### config.mk
export PLATFORM = sky130hd
export DESIGN_NAME = tcp_rx_flow_table
export DESIGN_NICKNAME = d
export VERILOG_FILES = /design/src/rtl/tcp_pkg.sv /design/src/rtl/tcp_flow_free_list.sv /design/src/rtl/tcp_rx_flow_table.sv
export SDC_FILE = /design/constraint.sdc
export NUM_CORES = 2
export LEC_CHECK = 0
export ABC_AREA = 1
export ABC_CLOCK_PERIOD_IN_PS = 19300
export BUFFER_PORTS_ARGS = -buffer_cell sky130_fd_sc_hd__buf_2
export CAP_MARGIN = 30
export CORE_AREA = 2 2 292 294
export CTS_BUF_LIST = sky130_fd_sc_hd__clkbuf_16
export DETAILED_ROUTE_END_ITERATION = 16
export DIE_AREA = 0 0 294 296
export PLACE_DENSITY = 0.79
export SETUP_SLACK_MARGIN = 0.4
export SKIP_CTS_REPAIR_TIMING = 1
export SYNTH_ARGS = -nofsm -noshare
export SYNTH_HDL_FRONTEND = slang
export SYNTH_SLANG_ARGS = --single-unit
### constraint.sdc
create_clock -name clk -period 19.3 [get_ports clk]
set_input_delay 3.86 -clock clk [delete_from_list [all_inputs] [get_ports clk]]
set_output_delay 3.86 -clock clk [all_outputs]
set_load 0.01 [all_outputs]
### src/rtl/tcp_pkg.sv
// rtl/tcp_pkg.sv - shared TCP receive-path types and flow-table constants
package tcp_pkg;

    typedef struct packed {
        logic [31:0] src_ip;
        logic [31:0] dst_ip;
        logic [15:0] src_port;
        logic [15:0] dst_port;
    } four_tuple_struct;

    localparam int FOUR_TUPLE_STRUCT_W = $bits(four_tuple_struct);

    // Default table geometry; the flow table itself is parametrised independently.
    localparam int FLOW_TABLE_MAX_FLOWS = 8;
    localparam int FLOW_TABLE_FLOWID_W  = $clog2(FLOW_TABLE_MAX_FLOWS);
    localparam int FLOW_TABLE_PTR_W     = FLOW_TABLE_FLOWID_W + 1;

    typedef struct packed {
        logic                           ok;
        logic                           dup;
        logic [FLOW_TABLE_FLOWID_W-1:0] flowid;
    } flow_table_alloc_resp_struct;

    typedef enum logic {
        FT_INIT,
        FT_RUN
    } flow_table_state_e;

endpackage

### src/rtl/tcp_flow_free_list.sv
// rtl/tcp_flow_free_list.sv - circular FIFO of unused flowids with reset-time fill
module tcp_flow_free_list #(
    parameter int DEPTH = 8,
    parameter int ID_W  = $clog2(DEPTH)
) (
    input  logic            clk,
    input  logic            rst,
    input  logic            fill,
    input  logic            push,
    input  logic [ID_W-1:0] push_id,
    input  logic            pop,
    output logic [ID_W-1:0] head_id,
    output logic            empty,
    output logic            fill_last
);

    localparam logic [ID_W:0] PTR_ONE  = (ID_W + 1)'(1);
    localparam logic [ID_W:0] PTR_LAST = (ID_W + 1)'(DEPTH - 1);

    logic [ID_W-1:0] mem [DEPTH];
    logic [ID_W:0]   wr_ptr;
    logic [ID_W:0]   rd_ptr;

    assign head_id   = mem[rd_ptr[ID_W-1:0]];
    assign empty     = (wr_ptr == rd_ptr);
    assign fill_last = (wr_ptr == PTR_LAST);

    // Pointer update; the MSB distinguishes full from empty after wrap
    always_ff @(posedge clk) begin
        if (rst) begin
            wr_ptr <= '0;
            rd_ptr <= '0;
        end else begin
            if (fill || push) begin
                wr_ptr <= wr_ptr + PTR_ONE;
            end
            if (pop) begin
                rd_ptr <= rd_ptr + PTR_ONE;
            end
        end
    end

    // Storage write: during fill each slot receives its own index
    always_ff @(posedge clk) begin
        if (fill) begin
            mem[wr_ptr[ID_W-1:0]] <= wr_ptr[ID_W-1:0];
        end else if (push) begin
            mem[wr_ptr[ID_W-1:0]] <= push_id;
        end
    end

endmodule

### src/rtl/tcp_rx_flow_table.sv
// rtl/tcp_rx_flow_table.sv - 4-tuple to flowid table with alloc, free and lookup
module tcp_rx_flow_table
    import tcp_pkg::*;
#(
    parameter int MAX_FLOWS = 8,
    parameter int FLOWID_W  = $clog2(MAX_FLOWS),
    parameter int TAG_W     = FOUR_TUPLE_STRUCT_W
) (
    input  logic                clk,
    input  logic                rst,
    input  logic                lookup_req_val,
    input  logic [TAG_W-1:0]    lookup_req_tag,
    output logic                lookup_req_rdy,
    output logic                lookup_resp_val,
    output logic                lookup_resp_hit,
    output logic [FLOWID_W-1:0] lookup_resp_flowid,
    input  logic                lookup_resp_rdy,
    input  logic                alloc_req_val,
    input  logic [TAG_W-1:0]    alloc_req_tag,
    output logic                alloc_req_rdy,
    output logic                alloc_resp_val,
    output logic                alloc_resp_ok,
    output logic                alloc_resp_dup,
    output logic [FLOWID_W-1:0] alloc_resp_flowid,
    input  logic                alloc_resp_rdy,
    input  logic                free_req_val,
    input  logic [FLOWID_W-1:0] free_req_flowid,
    output logic                free_req_rdy,
    output logic                err_double_free,
    output logic [FLOWID_W:0]   occupancy
);

    localparam logic [FLOWID_W:0] OCC_ONE = (FLOWID_W + 1)'(1);

    flow_table_state_e state, state_next;

    logic [MAX_FLOWS-1:0] valid;
    logic [TAG_W-1:0]     tags [MAX_FLOWS];
    logic [FLOWID_W:0]    occ;

    logic                 fill_last;
    logic                 fl_empty;
    logic [FLOWID_W-1:0]  fl_head;
    logic                 fl_push;
    logic                 fl_pop;

    logic                 free_fire;
    logic                 alloc_fire;
    logic                 lookup_fire;
    logic                 free_hit;

    logic [TAG_W-1:0]     cam_key;
    logic                 cam_hit;
    logic [FLOWID_W-1:0]  cam_id;

    // State register
    always_ff @(posedge clk) begin
        if (rst) begin
            state <= FT_INIT;
        end else begin
            state <= state_next;
        end
    end

    // Next state and request handshakes: free beats alloc beats lookup
    always_comb begin
        state_next     = state;
        free_req_rdy   = 1'b0;
        alloc_req_rdy  = 1'b0;
        lookup_req_rdy = 1'b0;
        case (state)
            FT_INIT: begin
                if (fill_last) begin
                    state_next = FT_RUN;
                end
            end
            FT_RUN: begin
                free_req_rdy   = 1'b1;
                alloc_req_rdy  = !free_req_val &&
                                 (!alloc_resp_val || alloc_resp_rdy);
                lookup_req_rdy = !free_req_val && !alloc_req_val &&
                                 (!lookup_resp_val || lookup_resp_rdy);
            end
            default: state_next = FT_INIT;
        endcase
    end

    assign free_fire   = free_req_val & free_req_rdy;
    assign alloc_fire  = alloc_req_val & alloc_req_rdy;
    assign lookup_fire = lookup_req_val & lookup_req_rdy;

    // One match array serves both alloc and lookup since only one is accepted per cycle
    assign cam_key = alloc_req_val ? alloc_req_tag : lookup_req_tag;

    // Associative match of the key against every live entry
    always_comb begin
        cam_hit = 1'b0;
        cam_id  = '0;
        for (int i = 0; i < MAX_FLOWS; i++) begin
            if (valid[i] && (tags[i] == cam_key)) begin
                cam_hit = 1'b1;
                cam_id  = FLOWID_W'(i);
            end
        end
    end

    assign free_hit = valid[free_req_flowid];
    assign fl_push  = free_fire & free_hit;
    assign fl_pop   = alloc_fire & !cam_hit & !fl_empty;

    tcp_flow_free_list #(
        .DEPTH (MAX_FLOWS),
        .ID_W  (FLOWID_W)
    ) u_free_list (
        .clk       (clk),
        .rst       (rst),
        .fill      (state == FT_INIT),
        .push      (fl_push),
        .push_id   (free_req_flowid),
        .pop       (fl_pop),
        .head_id   (fl_head),
        .empty     (fl_empty),
        .fill_last (fill_last)
    );

    // Valid bits, occupancy and the double-free pulse
    always_ff @(posedge clk) begin
        if (rst) begin
            valid           <= '0;
            occ             <= '0;
            err_double_free <= 1'b0;
        end else begin
            err_double_free <= free_fire & !free_hit;
            if (fl_push) begin
                valid[free_req_flowid] <= 1'b0;
                occ                    <= occ - OCC_ONE;
            end else if (fl_pop) begin
                valid[fl_head] <= 1'b1;
                occ            <= occ + OCC_ONE;
            end
        end
    end

    // Tag storage for newly created entries
    always_ff @(posedge clk) begin
        if (fl_pop) begin
            tags[fl_head] <= alloc_req_tag;
        end
    end

    // Lookup response register, held until the consumer takes it
    always_ff @(posedge clk) begin
        if (rst) begin
            lookup_resp_val    <= 1'b0;
            lookup_resp_hit    <= 1'b0;
            lookup_resp_flowid <= '0;
        end else if (lookup_fire) begin
            lookup_resp_val    <= 1'b1;
            lookup_resp_hit    <= cam_hit;
            lookup_resp_flowid <= cam_hit ? cam_id : '0;
        end else if (lookup_resp_rdy) begin
            lookup_resp_val <= 1'b0;
        end
    end

    // Alloc response register: duplicate, table-full or newly created entry
    always_ff @(posedge clk) begin
        if (rst) begin
            alloc_resp_val    <= 1'b0;
            alloc_resp_ok     <= 1'b0;
            alloc_resp_dup    <= 1'b0;
            alloc_resp_flowid <= '0;
        end else if (alloc_fire) begin
            alloc_resp_val    <= 1'b1;
            alloc_resp_ok     <= !cam_hit && !fl_empty;
            alloc_resp_dup    <= cam_hit;
            alloc_resp_flowid <= cam_hit  ? cam_id :
                                 fl_empty ? '0     : fl_head;
        end else if (alloc_resp_rdy) begin
            alloc_resp_val <= 1'b0;
        end
    end

    assign occupancy = occ;

endmodule

==> parameters.txt <==
Parameter                              Value

Critical path
  Cell class contributing the biggest share of worst-path delay ... simple AND/OR/NAND/NOR gates
  Required arrival time at the worst endpoint ... 19.58 ns
  Cell seen most often among critical-path stages ... nand2_1
  Highest cell delay on the worst timing path ... 0.83 ns
  Classification of the worst setup path ... input port to flop
  Cell with the largest stage delay on the worst path ... buf_4
  Cell-by-cell listing of the critical path ... buf_6 > inv_6 > buf_4 > nand2_1 > nand2_2 > nand2_1 > o21ai_0 > nor2_1 > nand2_1 > nor2_1 > nand2_1 > nor2_1 > nand2_1 > nor2_1 > nor2_2 > nand2_1 > nor2_1 > nand3_2 > nor3_2 > buf_4 > buf_4
  Worst endpoint data arrival time ... 10.56 ns
  Category of the worst setup path capture point ... flop
  Maximum net fanout on the critical path ... 56
  Element type at the critical path start ... input port
  Bufs and invs on worst path ... 5

Job
  Max-cap violations ... 0

Finish
  Layout overhead on the synthesized area ... 13.8%
  Sequential cell area ... 0.0245 mm2
  Layout cell share with drive strength beyond 1 ... 0.0874
  Summed area of non-filler cells in the final layout ... 0.0474 mm2
  Filler cells ... 7585
  Post-Route Utilization ... 0.563
  Area taken by multi-input logic gates ... 0.0140 mm2
  Nets@finish ... 5443

Pwr
  Post-layout power ... 4350 uW
  Power Dens Cells ... 91.8 mW/mm2
  Leakage Power ... 0.0215 uW
  IR drop worst, VDD ... 0.0952 mV

STA
  Final Slew Violations ... 0
  Hold violation count in the final report ... 0
  Worst-case headroom to the max-slew limit ... 0.255
  Minimum clock period ... 10.29 ns
  Unrepaired setup endpoints after global routing ... no
  Final setup vio count ... 0
  Post-Route Hold Slack ... 0.488 ns
  Tcrit/Tclk final ... 0.533
  Post-Route Skew ... 0.0751 ns
  Worst Max-Slew Pin Slew ... 1.11 ns
  Final total negative setup slack ... 0 ns
  Highest clock rate ... 97.2 MHz

Synth
  Most numerous cell in the Yosys netlist ... nand2_1
  Prevailing post-synth register cell ... edfxtp_1
  Count of warnings emitted by yosys ... 0
  Synth Cell Area ... 0.0417 mm2
  Net count after synthesis ... 5146
  Top cells by count, synth ... nand2_1, edfxtp_1, inv_1
  Cells after synthesis ... 4939
  Cell types with the largest area share after synthesis ... edfxtp_1, nand2_1, inv_1, nor2_1, xnor2_1
  Yosys reg bits ... 828
  Count of distinct cell types in the synthesized netlist ... 40
  Post-synth EDFFs ... 792
  Proportion of register bits with asynchronous set or reset after synthesis ... 0
  Portion of the post-synthesis area used by sequential elements ... 0.588
  Mean Syn Cell Area ... 8.44 um2
  Library cell with the largest summed area after synthesis ... edfxtp_1
  Share of the synthesized area in the top cell type ... 0.571

Clock network
  Clock tree root driver cell ... clkbuf_16
  H-tree depth ... 3
  Clock insertion delay at the later pin of the skew report ... 0.72 ns
  Register clock-pin slew on the reported worst setup and hold paths ... 0.06 ns
  CTS buffer count ... 92
  Number of buffers on the longest clock path ... 3
  Clock net sink count ... 828
  CTS tree ... done

Status
  Run status ... finished, final reports clean

Detailed routing
  DRC ... 0
  Via-per-instance ratio ... 5.90
  Average wire per standard cell ... 31.6 um
  Detailed router's first-iteration violation count ... 7504
  Number of detailed-route iterations in the first pass ... 9
  Total wire length after detailed routing ... 203 mm
  Routed via count ... 37.8k
  Antenna-violating nets left ... 0

Global route
  Global-route total usage across every layer ... 0.460
  Wire length of the first global-routing pass ... 268 mm
  Congestion Overflow GR ... 0
  Via count of the first global-routing pass ... 33.1k
  Largest net degree at the start of global routing ... 97
  Number of antenna violations at the first check in global routing ... 23

Placed design
  # port buffers ... 220
  Detailed placer's ending HPWL ... 154 mm
  Total placed instance area ... 0.0442 mm2
  Weighted congestion at the end of routability-driven global placement ... 1.08

Floorplanning
  Area of the core region ... 0.0842 mm2
  Total die area ... 0.0870 mm2
  Number of placement rows ... 107
  Die X-Extent ... 294 um
  Height of the die ... 296 um
  Initial standard-cell utilization of the core ... 0.495
  Number of primary I/O pins ... 221

Hold path
  Class of the worst hold path ... flop to flop
==> layer usage <==
layer  GRT usage  wire length, um  vias up  share of wire
li1            -                -    16200              -
met1       0.639            76900    17900           0.38
met2       0.656            82500     3176           0.41
met3       0.162            32500      503           0.16
met4       0.189            10600       28          0.052
met5           0              185        -        0.00091
==> flip-flops by register name, indices dropped and copies added, names as in the netlist, 3 cells and up, named ones only <==
name	count
occupancy	4
lookup_resp_flowid	3
u_free_list.mem	24
u_free_list.wr_ptr	4
valid	8
alloc_resp_flowid	3
u_free_list.rd_ptr	4
tags	768
==> cell usage in the layout (no fill, tap or decap), types with 3 or more instances in the layout <==
cell type      n
nor2_1       462
o21ai_0      162
o21ai_1       27
o211ai_1       3
nand2_1     2122
inv_2          3
clkinvlp_4     8
buf_16         3
or2_0          3
xor2_1        14
inv_1        784
nand3_1      174
nor3_1         9
xnor2_1      100
edfxtp_1     792
inv_6          3
o22ai_1       29
clkbuf_16     92
buf_4         34
ha_1           4
bufinv_16     14
dfxtp_1       36
clkinv_16      5
clkinv_4       3
a21oi_1       19
buf_2        219
nor3_2         8
or2_1          3
o32ai_1        6
nor2_2         3
clkinv_2      13
clkinv_1      13
or2_2          3
diode_2        9
nand2_2       47
nand4_1       60
nand3b_1      13
==> path summary, 6_finish.rpt <==
kind | from | endpoint | slack [ns] | depth (start not counted)
max | alloc_req_val | tags[4][21] | 9.01 | 21
min | alloc_resp_ok | alloc_resp_ok | 0.49 | 2
max reg2reg | tags[5][72] | tags[4][21] | 13.93 | 16
min reg2reg | alloc_resp_ok | alloc_resp_ok | 0.49 | 2
==> per-stage QoR <==
| step | worst slack [ns] | std cells |
|---|---|---|
| floorplan | 6.63 | 4939 |
| global placement | 8.89 | 6227 |
| detailed placement | 8.84 | 6232 |
| CTS | 9.51 | 6398 |
| global route | 9.02 | 6398 |
| finish | 9.01 | 6407 |
==> tightest hold or removal path, cell delays in order, from the launching register on <==
cell	delay [ns]
dfxtp_1	0.31
nand2_1	0.07
a21oi_1	0.06
==> power breakdown <==
part           internal, uW  switching, uW
registers              1970           2.18
logic                  97.8            402
clock network          1070            813
==> cell families (layout without fill, tap and decap cells) <==
| kind of cell | after synthesis | count (layout) | share of synthesized area |
|---|---|---|---|
| and+or+nand+nor | 2912 | 2912 | 0.277 |
| buffers and inverters | 829 | 1198 | 0.0776 |
| DFF | 828 | 828 | 0.588 |
| AOI/OAI and AO/OA | 251 | 251 | 0.0321 |
| xor gates and xnor gates | 114 | 114 | 0.0240 |
| adders and majority gates | 5 | 5 | 0.00168 |
| other | 0 | 9 | 0 |
==> cell type report <==
| type | count | area share |
|---|---|---|
| inverters | 774 | 0.0614 |
| flip-flops and latches | 828 | 0.517 |
| multi-input cells | 3282 | 0.295 |
| well taps | 1090 | 0.0288 |
| clock inverters | 74 | 0.0186 |
| repair buffers | 258 | 0.0309 |
| clock buffers | 92 | 0.0485 |
| diodes | 9 | 0.000475 |
(Power assumes the default switching activity.)
